===== config.mk =====
export PLATFORM = sky130hd
export DESIGN_NAME = instr_stream_encoder
export DESIGN_NICKNAME = d
export VERILOG_FILES = /design/src/rtl/instr_stream_encoder.sv
export SDC_FILE = /design/constraint.sdc
export NUM_CORES = 1
export LEC_CHECK = 0
export CORE_MARGIN = 4
export CORE_UTILIZATION = 40
export DETAILED_ROUTE_END_ITERATION = 12
export PLACE_DENSITY = 0.76
export RECOVER_POWER = 100
export REMOVE_ABC_BUFFERS = 1
export SYNTH_ARGS = -nofsm -noshare
export SYNTH_HDL_FRONTEND = slang
export SYNTH_SLANG_ARGS = --single-unit

===== constraint.sdc =====
create_clock -name clk -period 3.87 [get_ports clk]
set_input_delay 0.387 -clock clk [delete_from_list [all_inputs] [get_ports clk]]
set_output_delay 0.387 -clock clk [all_outputs]
set_load 0.01 [all_outputs]

===== src/rtl/instr_stream_encoder.sv =====
// rtl/instr_stream_encoder.sv - encodes symbolic commands into MIPS words and loads them into instruction memory
//
// Purpose: accepts one command per cycle during a load session, encodes it
// into a 32-bit MIPS instruction word and issues a registered single-cycle
// write to instruction memory. The core is held off (core_load_en low) until
// a HALT is written or the memory is full.
//
// Ports:
//   clk, rst_n            clock (rising edge), asynchronous active-low reset
//   start                 pulse: begin a load session (ignored while loading)
//   cmd_valid/cmd_ready   command handshake
//   cmd_kind..cmd_target  symbolic command fields
//   imem_we/addr/wdata    instruction-memory write port
//   busy, done            session status
//   core_load_en          high when the core may run (IDLE/DONE)
//   illegal_err           sticky: illegal kind accepted this session
//   overflow_err          sticky: capacity reached before HALT
//   instr_count           words written this session
module instr_stream_encoder #(
  parameter int ADDR_W    = 8,
  parameter int BASE_ADDR = 0,
  parameter int DEPTH     = 256
) (
  input  logic              clk,
  input  logic              rst_n,
  input  logic              start,
  input  logic              cmd_valid,
  output logic              cmd_ready,
  input  logic [3:0]        cmd_kind,
  input  logic [4:0]        cmd_rs,
  input  logic [4:0]        cmd_rt,
  input  logic [4:0]        cmd_rd,
  input  logic [4:0]        cmd_shamt,
  input  logic [5:0]        cmd_funct,
  input  logic [15:0]       cmd_imm,
  input  logic [25:0]       cmd_target,
  output logic              imem_we,
  output logic [ADDR_W-1:0] imem_addr,
  output logic [31:0]       imem_wdata,
  output logic              busy,
  output logic              done,
  output logic              core_load_en,
  output logic              illegal_err,
  output logic              overflow_err,
  output logic [ADDR_W:0]   instr_count
);

  typedef enum logic [1:0] {
    ST_IDLE = 2'd0,
    ST_LOAD = 2'd1,
    ST_DONE = 2'd2
  } state_e;

  localparam logic [ADDR_W-1:0] FIRST_ADDR = ADDR_W'(BASE_ADDR);
  localparam logic [ADDR_W-1:0] LAST_ADDR  = ADDR_W'(BASE_ADDR + DEPTH - 1);

  localparam logic [3:0] K_RTYPE = 4'd0;
  localparam logic [3:0] K_LW    = 4'd1;
  localparam logic [3:0] K_SW    = 4'd2;
  localparam logic [3:0] K_BEQ   = 4'd3;
  localparam logic [3:0] K_ADDI  = 4'd4;
  localparam logic [3:0] K_J     = 4'd5;
  localparam logic [3:0] K_JAL   = 4'd6;
  localparam logic [3:0] K_JR    = 4'd7;
  localparam logic [3:0] K_JALR  = 4'd8;
  localparam logic [3:0] K_HALT  = 4'd9;

  localparam logic [31:0] WORD_HALT = 32'hFC00_0000;
  localparam logic [31:0] WORD_NOP  = 32'h0000_0000;

  state_e              state_q, state_d;
  logic [ADDR_W-1:0]   ptr_q, ptr_d;
  logic                we_q, we_d;
  logic [ADDR_W-1:0]   addr_q, addr_d;
  logic [31:0]         wdata_q, wdata_d;
  logic [ADDR_W:0]     count_q, count_d;
  logic                ill_q, ill_d;
  logic                ovf_q, ovf_d;

  logic                accept;
  logic                is_halt;
  logic                last_slot;
  logic                force_halt;
  logic [31:0]         enc_word;

  assign accept     = cmd_valid && (state_q == ST_LOAD);
  assign is_halt    = (cmd_kind == K_HALT);
  assign last_slot  = (ptr_q == LAST_ADDR);
  // The final slot must always end the program, so anything but HALT is replaced.
  assign force_halt = last_slot && !is_halt;

  // Field packing; unused fields of each kind are tied to zero.
  always_comb begin
    enc_word = WORD_NOP;
    case (cmd_kind)
      K_RTYPE: enc_word = {6'b000000, cmd_rs, cmd_rt, cmd_rd, cmd_shamt, cmd_funct};
      K_LW:    enc_word = {6'b100011, cmd_rs, cmd_rt, cmd_imm};
      K_SW:    enc_word = {6'b101011, cmd_rs, cmd_rt, cmd_imm};
      K_BEQ:   enc_word = {6'b000100, cmd_rs, cmd_rt, cmd_imm};
      K_ADDI:  enc_word = {6'b001000, cmd_rs, cmd_rt, cmd_imm};
      K_J:     enc_word = {6'b000010, cmd_target};
      K_JAL:   enc_word = {6'b000011, cmd_target};
      K_JR:    enc_word = {6'b000000, cmd_rs, 15'd0, 6'b001000};
      K_JALR:  enc_word = {6'b000000, cmd_rs, 5'd0, 5'd31, 5'd0, 6'b001001};
      K_HALT:  enc_word = WORD_HALT;
      default: enc_word = WORD_NOP;
    endcase
  end

  // State register and datapath registers
  always_ff @(posedge clk or negedge rst_n) begin
    if (!rst_n) begin
      state_q <= ST_IDLE;
      ptr_q   <= FIRST_ADDR;
      we_q    <= 1'b0;
      addr_q  <= FIRST_ADDR;
      wdata_q <= '0;
      count_q <= '0;
      ill_q   <= 1'b0;
      ovf_q   <= 1'b0;
    end else begin
      state_q <= state_d;
      ptr_q   <= ptr_d;
      we_q    <= we_d;
      addr_q  <= addr_d;
      wdata_q <= wdata_d;
      count_q <= count_d;
      ill_q   <= ill_d;
      ovf_q   <= ovf_d;
    end
  end

  // Next-state logic
  always_comb begin
    state_d = state_q;
    case (state_q)
      ST_IDLE: if (start) state_d = ST_LOAD;
      ST_LOAD: if (accept && (is_halt || last_slot)) state_d = ST_DONE;
      ST_DONE: if (start) state_d = ST_LOAD;
      default: state_d = ST_IDLE;
    endcase
  end

  // Datapath next values
  always_comb begin
    ptr_d   = ptr_q;
    we_d    = 1'b0;
    addr_d  = addr_q;
    wdata_d = wdata_q;
    count_d = count_q;
    ill_d   = ill_q;
    ovf_d   = ovf_q;
    if ((state_q != ST_LOAD) && start) begin
      ptr_d   = FIRST_ADDR;
      count_d = '0;
      ill_d   = 1'b0;
      ovf_d   = 1'b0;
    end else if (accept) begin
      we_d    = 1'b1;
      addr_d  = ptr_q;
      wdata_d = force_halt ? WORD_HALT : enc_word;
      ptr_d   = ptr_q + 1'b1;
      count_d = count_q + 1'b1;
      if (cmd_kind > K_HALT) ill_d = 1'b1;
      if (force_halt) ovf_d = 1'b1;
    end
  end

  // Outputs
  always_comb begin
    cmd_ready    = (state_q == ST_LOAD);
    busy         = (state_q == ST_LOAD);
    done         = (state_q == ST_DONE);
    core_load_en = (state_q != ST_LOAD);
    imem_we      = we_q;
    imem_addr    = addr_q;
    imem_wdata   = wdata_q;
    instr_count  = count_q;
    illegal_err  = ill_q;
    overflow_err = ovf_q;
  end

endmodule


==> flow_summary.toml <==
[outcome]
status = "finished with violations"
failed_checks = "capacitance limit, slew limit"

[clock_tree]
cts.htree.levels = 3
post_cts_buffers = 0
clk_pin_slew_ns = 0.06
clk_latency_ns = 0.33
clkSinkCount = 62
ctsResizeCount = 0
cts_buffers = 9
ctsLongestPathBuffers = 2
cts_hold_buf = 0
cts_tree = "built"
root_buffer = "clkbuf_8"

[final_layout]
diodes = 0
multi_input_area_mm2 = 0.00167
drive_above_1_share_pct = 5.82
fin_area_mm2 = 0.00490
final_cells = 586
fin_nets = 554
ff_latch_area_mm2 = 0.00155
area_growth_pct = 42.3
fillers = 730
fin_util_pct = 59.1

[power]
max-vdd-ir-drop_uv = 203
power_frac_comb_pct = 36.4
powerDensity_mw_per_mm2 = 467
p_int_mw = 1.51
seq_power_share_pct = 40.7
clockPowerShare_pct = 23.0
netSwitchingPower_mw = 0.781
switching_share_pct = 34.1
leakagePower_nw = 2.18
design_power_total_mw = 2.29

[worst_hold_path]
hold_class = "reg2reg"

[drt]
avgViaCountPerCell = 5.49
avgRoutedWirePerCell_um = 16.2
dr.first_iter.drc_count = 192
route.detailed.drc = 0
drt-pass1-iter-count = 6
vias = 3216
ant_nets = 0
routed_wl_um = 9520

[synth]
ys_top_cells_by_area = "dfrtp_1 45%, nand2_1 6.8%, a222oi_1 2.6%"
yosysUniqueCellTypes = 51
synth.ff_latch_count = 62
synth_top_area_share_pct = 45.0
synth_flop_cell = "dfrtp_1"
yosysWarnings = 0
ys_seq_area_share_pct = 45.0
syn_area_per_cell_um2 = 9.58
syn-cell-area_mm2 = 0.00345
ys_async_sr_fraction_pct = 100
synth_edf_count = 0
synth_top_area_cell = "dfrtp_1"
synth_cells = 360

[sta]
finalSetupViolCount = 0
tns_ns = 0
period_share_pct = 73.3
clock_skew_ns = 0.00690
tightest_slew_ns = 2.07
fmax_mhz = 352
slew_violations = 85
max_slew_margin_pct = -37.7
min_period_ns = 2.84
rsz0062_at_grt = "no"
hold_viol_final = 0

[worst_setup_path]
crit_type = "in2reg"
slowest_stage = "clkbuf_1"
critPathLaunchType = "primary input"
critPathBufInv = 2
required_ns = 4.07
path_max_fanout = 47
crit_path_end_kind = "flip-flop"
path_cells = "dlygate4sd3_1 -> nand3b_1 -> clkbuf_1 -> nor3_1 -> xnor2_1 -> nor2_1"
crit_path_max_incr_delay_ns = 1.48
cp_data_arrival_time_ns = 3.03
cp_top_family = "buffers and inverters"

[floorplanning]
dieArea_mm2 = 0.0102
fp.coreArea_mm2 = 0.00830
dieHeight_um = 101
top_level_ports = 132
die_w_um = 101
core.rowCount = 33
initial_core_util_pct = 41.5

[global_route]
grt_pass1_wl_um = 15400
grt_pass1_vias = 3095
grt_start_max_net_pins = 48
antenna_found_initial = 0
overflow = 0
grt_usage_pct = 18.8

[place]
placed_area_mm2 = 0.00473
gp_congestion = 0.736
hpwlAfterDp_um = 6980
dp_cells = 570
io_buffers = 131

[job]
maxCapViolCount = 2
==> flip-flops by register name, summed over array words and instances, names as in the netlist <==
signal / count
overflow_err: 1
imem_addr: 8
imem_we: 1
state_q: 2
imem_wdata: 32
ptr_q: 8
instr_count: 9
illegal_err: 1
==> cells in the mapped netlist, types with 7 or more instances <==
master and number:
a222oi_1 9, xor2_1 7, buf_2 9, o21ai_1 16, a21oi_1 15, dfrtp_1 62, clkbuf_1 8, buf_6 7
nor2_1 19, buf_4 7, nand2_1 62, o21a_1 8, nand2b_1 8, nand3_1 7, o21ai_0 10
==> kinds of logic (layout without fill, tap and decap cells) <==
logic type      after synthesis  after routing  share of synthesized area, %
fa+ha+maj                     2              2                         0.726
compound gates              101            101                          21.5
buf+inv                      37            158                          6.68
flops                        62             62                          45.0
mux                           2              2                         0.581
simple gates                144            144                          22.5
xor+xnor                     12             12                          3.05
==> tightest hold or removal path, stage by stage, from the launching register on <==
cell and delay (ns):
dfrtp_1 0.33, nand2_1 0.05, nand2_1 0.05
==> power by group through the flow <==
| stage | logic (mW) | registers (mW) | clock network [mW] |
|---|---|---|---|
| finish | 0.834 | 0.932 | 0.526 |
| global route | 0.923 | 0.957 | 0.570 |
| global placement | 0.892 | 0.940 | 0 |
| detailed placement | 0.916 | 0.951 | 0 |
| floorplan | 0.313 | 0.993 | 0 |
| CTS | 0.917 | 0.940 | 0.544 |
==> path summary, 6_finish.rpt <==
path	start	endpoint	slack (ns)	cells past startpoint
worst min-delay path	imem_addr[2]	imem_addr[2]	0.47	2
worst max register to register	state_q[0]	ptr_q[5]	1.21	5
worst min register to register	imem_addr[2]	imem_addr[2]	0.47	2
min in group asynchronous	rst_n	imem_addr[0]	0.58	1
worst max-delay path	cmd_valid	ptr_q[5]	1.03	6
max in group asynchronous	rst_n	ptr_q[4]	2.03	2
==> per-stage QoR <==
step                      worst slack [ns]  hold WS (ns)
after detailed placement              1.13         0.465
after floorplan                      0.915        0.0914
after global routing                 0.726         0.491
after CTS                             1.49         0.159
final                                 1.03         0.468
after global placement                1.23         0.458
==> placed cells by master (no fill, tap or decap), types with 3 or more instances in the layout <==
cell type / instances
nor3b_1: 6
nor4b_1: 5
xor2_1: 7
buf_4: 5
a21o_1: 6
and3_1: 3
clkdlybuf4s50_1: 73
o21ai_0: 26
clkbuf_8: 12
clkbuf_1: 3
inv_1: 5
and4b_1: 5
nand3_1: 7
a311oi_1: 5
dfrtp_1: 62
dlygate4sd3_1: 57
nand4_1: 6
nor2_1: 19
o21a_1: 8
a221oi_1: 6
a222oi_1: 9
nand2b_1: 8
a21oi_1: 15
nor3_1: 4
a22o_1: 3
xnor2_1: 5
nand2_1: 62
and2_1: 3
a211o_1: 5
o22a_1: 4
nor2b_1: 6
a2111oi_0: 5
==> area by class of cell <==
class / instances / share of cell area (%)
sequential: 62 / 31.6
clock inverter: 3 / 0.357
tap: 105 / 2.68
multi-input combinational: 261 / 34.0
inverter: 5 / 0.383
clock buffer: 13 / 3.44
timing repair buffer: 137 / 27.5
==> metal layers <==
metal / wire length (um) / vias to the layer above / track usage [%] / part of all wire (%)
met5: 0 / - / 0 / 0
met4: 104 / 0 / 4.87 / 1.1
met3: 839 / 9 / 5.54 / 8.8
met2: 4690 / 123 / 30.9 / 49
met1: 3890 / 1539 / 24.2 / 41
li1: - / 1545 / - / -
(Power assumes the default switching activity.)
